### config.mk
export PLATFORM = sky130hd
export DESIGN_NAME = bc_drr_queue
export DESIGN_NICKNAME = d
export VERILOG_FILES = /design/src/rtl/bc_drr_queue.sv
export SDC_FILE = /design/constraint.sdc
export NUM_CORES = 1
export LEC_CHECK = 0
export ABC_AREA = 1
export BUFFER_PORTS_ARGS = -buffer_cell sky130_fd_sc_hd__buf_4
export CAP_MARGIN = 40
export CORE_MARGIN = 2
export CORE_UTILIZATION = 35
export DETAILED_ROUTE_END_ITERATION = 10
export GPL_ROUTABILITY_DRIVEN = 0
export SLEW_MARGIN = 10
export SYNTH_ARGS = -nofsm -noshare
export SYNTH_HDL_FRONTEND = slang
export SYNTH_SLANG_ARGS = --single-unit
### constraint.sdc
create_clock -name clk_dcd -period 1.6 [get_ports clk_dcd]
set_input_delay 0.32 -clock clk_dcd [delete_from_list [all_inputs] [get_ports clk_dcd]]
set_output_delay 0.32 -clock clk_dcd [all_outputs]
set_load 0.01 [all_outputs]
### src/rtl/bc_drr_queue.sv
// bc_drr_queue: decode-stage bus connect with a DEPTH-entry DRR FIFO.
// Optional macro BC_DRR_BYPASS_EN: same-cycle push->bus bypass on empty queue.
//
// Ports:
//   clk_dcd, rst            decode clock, sync active-high reset
//   ps_bc_drr_sclt/we/re    DRR source select, push, pop
//   ps_bc_di_sclt           bus source: dm / queue head / imm / zero
//   ps_bc_imm_sx            immediate sign-extend enable
//   ps_bc_err_clr           clears sticky ovf/udf
//   dm/dg/ps_bc_dt, xb_dtx  source data; ps_bc_immdt immediate
//   bc_dt                   registered bus data
//   bc_drr_cnt/full/empty   occupancy; bc_drr_ovf/udf sticky errors
module bc_drr_queue #(
  parameter int DW    = 16,
  parameter int IMMW  = 16,
  parameter int DEPTH = 4
) (
  input  logic                       clk_dcd,
  input  logic                       rst,
  input  logic [1:0]                 ps_bc_drr_sclt,
  input  logic                       ps_bc_drr_we,
  input  logic                       ps_bc_drr_re,
  input  logic [1:0]                 ps_bc_di_sclt,
  input  logic                       ps_bc_imm_sx,
  input  logic                       ps_bc_err_clr,
  input  logic [DW-1:0]              dm_bc_dt,
  input  logic [DW-1:0]              dg_bc_dt,
  input  logic [DW-1:0]              ps_bc_dt,
  input  logic [DW-1:0]              xb_dtx,
  input  logic [IMMW-1:0]            ps_bc_immdt,
  output logic [DW-1:0]              bc_dt,
  output logic [$clog2(DEPTH):0]     bc_drr_cnt,
  output logic                       bc_drr_full,
  output logic                       bc_drr_empty,
  output logic                       bc_drr_ovf,
  output logic                       bc_drr_udf
);

  localparam int AW = $clog2(DEPTH);
  localparam int CW = AW + 1;

  logic [DW-1:0] mem [DEPTH];
  logic [AW-1:0] wptr;
  logic [AW-1:0] rptr;
  logic [CW-1:0] cnt;

  logic [DW-1:0] drr_src;
  logic [DW-1:0] head;
  logic [DW-1:0] imm_ext;
  logic [DW-1:0] bus_nxt;
  logic          byp;
  logic          push_ok;
  logic          pop_ok;
  logic          ovf_set;
  logic          udf_set;

  assign bc_drr_cnt   = cnt;
  assign bc_drr_full  = (cnt == CW'(DEPTH));
  assign bc_drr_empty = (cnt == '0);

  always_comb begin
    drr_src = '0;
    case (ps_bc_drr_sclt)
      2'b00:   drr_src = dg_bc_dt;
      2'b01:   drr_src = ps_bc_dt;
      2'b10:   drr_src = xb_dtx;
      default: drr_src = '0;
    endcase
  end

`ifdef BC_DRR_BYPASS_EN
  assign byp = bc_drr_empty & ps_bc_drr_we & ps_bc_drr_re;
`else
  assign byp = 1'b0;
`endif

  // A pop frees the slot a full-queue push needs, so that pair is legal.
  assign push_ok = ps_bc_drr_we & (~bc_drr_full | ps_bc_drr_re) & ~byp;
  assign pop_ok  = ps_bc_drr_re & ~bc_drr_empty;
  assign ovf_set = ps_bc_drr_we & bc_drr_full & ~ps_bc_drr_re;
  assign udf_set = ps_bc_drr_re & bc_drr_empty & ~byp;

  assign head = bc_drr_empty ? '0 : mem[rptr];

  // Size-casting a signed value sign-extends; unsigned zero-extends.
  assign imm_ext = ps_bc_imm_sx ? DW'(signed'(ps_bc_immdt))
                                : DW'(ps_bc_immdt);

  always_comb begin
    bus_nxt = '0;
    case (ps_bc_di_sclt)
      2'b00:   bus_nxt = dm_bc_dt;
      2'b01:   bus_nxt = byp ? drr_src : head;
      2'b10:   bus_nxt = imm_ext;
      default: bus_nxt = '0;
    endcase
  end

  always_ff @(posedge clk_dcd) begin
    if (push_ok) mem[wptr] <= drr_src;
  end

  always_ff @(posedge clk_dcd) begin
    if (rst) begin
      wptr       <= '0;
      rptr       <= '0;
      cnt        <= '0;
      bc_dt      <= '0;
      bc_drr_ovf <= 1'b0;
      bc_drr_udf <= 1'b0;
    end else begin
      if (push_ok) wptr <= wptr + AW'(1);
      if (pop_ok)  rptr <= rptr + AW'(1);
      if (push_ok & ~pop_ok)      cnt <= cnt + CW'(1);
      else if (pop_ok & ~push_ok) cnt <= cnt - CW'(1);
      bc_dt      <= bus_nxt;
      bc_drr_ovf <= ovf_set | (bc_drr_ovf & ~ps_bc_err_clr);
      bc_drr_udf <= udf_set | (bc_drr_udf & ~ps_bc_err_clr);
    end
  end

endmodule

==> flow_metrics.env <==
export IMPL_cp_required_ns=1.83
export IMPL_cts_htree_levels=3
export IMPL_first_global_vias=3266
export IMPL_post_route_drc_count=0
export IMPL_cp_data_arrival_time_ns=1.86
export IMPL_p_int_mw=5.098
export IMPL_p_sw_share_pct=29.34
export IMPL_nFillCells=1171
export IMPL_crit_path_max_fanout=2
export IMPL_fmax_mhz=615.1
export IMPL_synthesis_area_mm2=0.004369
export IMPL_core_area_mm2=0.01211
export IMPL_stdcell_count=824
export IMPL_powerDensity_mw_per_mm2=1221
export IMPL_clk_pin_slew_ns=0.06
export IMPL_ys_seq_area_share_pct=56.36
export IMPL_grt_ovfl_total=0
export IMPL_drtAntennaViolNets=0
export IMPL_setup_viol=2
export IMPL_drv_cap=0
export IMPL_portBuffers=111
export IMPL_clockBufferDepth=2
export IMPL_pwr_share_comb_pct=29.8
export IMPL_relSlewSlack_pct=69.01
export IMPL_wl_per_cell_um=11.96
export IMPL_hold_viol=0
export IMPL_diodes=0
export IMPL_grt_max_degree=21
export IMPL_syn_area_per_cell_um2=8.370
export IMPL_p_leak_nw=2.841
export IMPL_cts_sinks=91
export IMPL_layout_nets=748
export IMPL_syn_inst=522
export IMPL_syn_nets=618
export IMPL_violations="negative setup slack"
export IMPL_cts_made_buffers=9
export IMPL_grt_usage_pct=15.32
export IMPL_fin_skew_ns=0.006956
export IMPL_fin_crit_ns=1.626
export IMPL_final_common_cell="nand2_1"
export IMPL_period_share_pct=101.6
export IMPL_rows=40
export IMPL_cts_tree="yes"
export IMPL_end_kind="flop"
export IMPL_fin_setup_tns_ns=-0.02744
export IMPL_clk_latency_ns=0.34
export IMPL_die_y_um=115.7
export IMPL_ios=113
export IMPL_ys_ff_latch=91
export IMPL_yosys_warnings=0
export IMPL_switchingPower_mw=2.118
export IMPL_p_clk_share_pct=29.7
export IMPL_drive_gt1_share_pct=27.13
export IMPL_hold_class="in -> reg"
export IMPL_p_seq_share_pct=40.5
export IMPL_final_cell_mix="152 x nand2_1, 141 x buf_4, 113 x inv_1"
export IMPL_antenna_found_initial=0
export IMPL_ys_types=20
export IMPL_syn2layout_area_growth_pct=35.31
export IMPL_die_area_mm2=0.01339
export IMPL_start_kind="flop"
export IMPL_first_iter_violations=133
export IMPL_final_setup_worst_slack_ns=-0.02582
export IMPL_final_max_slew_viol_count=0
export IMPL_tightest_slew_ns=0.4628
export IMPL_status="finished, violations left"
export IMPL_start_util_pct=36.07
export IMPL_viasPerCell=4.258
export IMPL_grt_first_pass_wirelength_mm=15.61
export IMPL_hpwl_mm=7.242
export IMPL_vdd_drop_max_mv=0.5731
export IMPL_dp_cells=806
export IMPL_ctsHoldBuffers=0
export IMPL_wirelength_mm=9.852
export IMPL_die_w_um=115.7
export IMPL_cts_root_buf="clkbuf_16"
export IMPL_dp_slack_ns=-0.1413
export IMPL_rsz0062_at_grt="yes"
export IMPL_vias=3509
export IMPL_dr_pass1_iters=4
export IMPL_critPathKind="reg -> reg"
## state kept, by name, summed over array words and instances, names as in the netlist, named ones only
register    cells
mem            64
bc_dt          16
bc_drr_cnt      3
rptr            2
wptr            2
bc_drr_ovf      1
bc_drr_udf      1
## cell usage after synthesis, drive strengths merged
cell / instances / area [um2]
nor3: 1 / 5.000
fa: 1 / 20.02
o21ai: 5 / 25.02
xor2: 1 / 8.760
buf: 8 / 63.80
ha: 5 / 62.56
inv: 116 / 435.4
a21oi: 21 / 105.1
or2: 2 / 12.52
nand2: 156 / 585.6
nor2: 17 / 71.32
o211ai: 16 / 120.1
dfxtp: 27 / 540.5
clkbuf: 15 / 56.30
nand3: 67 / 335.3
edfxtp: 64 / 1922
## kinds of logic after synthesis
group / share of synthesized area [%]
adder cells (fa/ha/maj): 1.890
AO/OA/AOI/OAI: 5.727
flip-flops: 56.36
buffers and inverters: 12.71
AND/OR/NAND/NOR: 23.11
XOR/XNOR: 0.2005
## worst max-delay path: stages (launching register included)
cell,delay (ns)
dfxtp_4,0.35
nor2_4,0.12
nand2_2,0.08
nand2_4,0.08
ha_4,0.15
inv_4,0.04
fa_2,0.36
nand2_2,0.08
nand3_2,0.07
o21ai_2,0.14
a21oi_1,0.05
## metal layers
| layer | GRT usage, % | share of wire (%) | up-vias |
|---|---|---|---|
| met2 | 25.07 | 45 | 118 |
| li1 | - | - | 1891 |
| met1 | 20.50 | 47 | 1490 |
| met5 | 0 | 0 | - |
| met4 | 6.667 | 1.6 | 0 |
| met3 | 2.040 | 6.4 | 10 |
## per-stage QoR
stage	power [mW]	hold WS, ns	instance area, um2	utilization (%)
floorplan	4.098	0.4646	4394	-
global placement	4.951	0.4540	5528	45.64
detailed placement	4.991	0.4600	5528	45.64
CTS	7.221	0.2330	5864	48.42
global route	7.669	0.2540	5912	48.81
finish	7.216	0.2432	5912	48.81
## cell type report
| type | instances | area, um2 | share of cell area (%) |
|---|---|---|---|
| timing repair buffer | 142 | 1070 | 18.10 |
| tap | 168 | 210.2 | 3.556 |
| multi-input combinational | 292 | 1418 | 23.98 |
| clock buffer | 9 | 225.2 | 3.810 |
| clock inverter | 6 | 81.33 | 1.376 |
| sequential | 91 | 2470 | 41.78 |
| inverter | 116 | 437.9 | 7.407 |
## path summary, 6_finish.rpt
check | start | endpoint | slack [ns] | cells after the start
worst min register to register | bc_drr_udf | bc_drr_udf | 0.47 | 2
worst min-delay path | ps_bc_err_clr | bc_drr_udf | 0.24 | 4
worst max-delay path | bc_drr_cnt[0] | bc_drr_cnt[2] | -0.03 | 10
worst max register to register | bc_drr_cnt[0] | bc_drr_cnt[2] | -0.03 | 10
## what timing repair did
item / in CTS / in global routing
pin swaps: 3 / 4
setup endpoints to repair: 4 / 2
hold endpoints to repair: 0 / 0
buffers inserted: 2 / 1
gates resized for setup: 6 / 12
## power by group through the flow
stage	registers, mW	logic, mW	clock network [mW]
after floorplan	3.01	1.08	0
after global placement	2.96	1.99	0
after detailed placement	2.96	2.03	0
after CTS	2.92	2.09	2.21
after global routing	2.95	2.42	2.31
final	2.92	2.15	2.14
(Power assumes the default switching activity.)
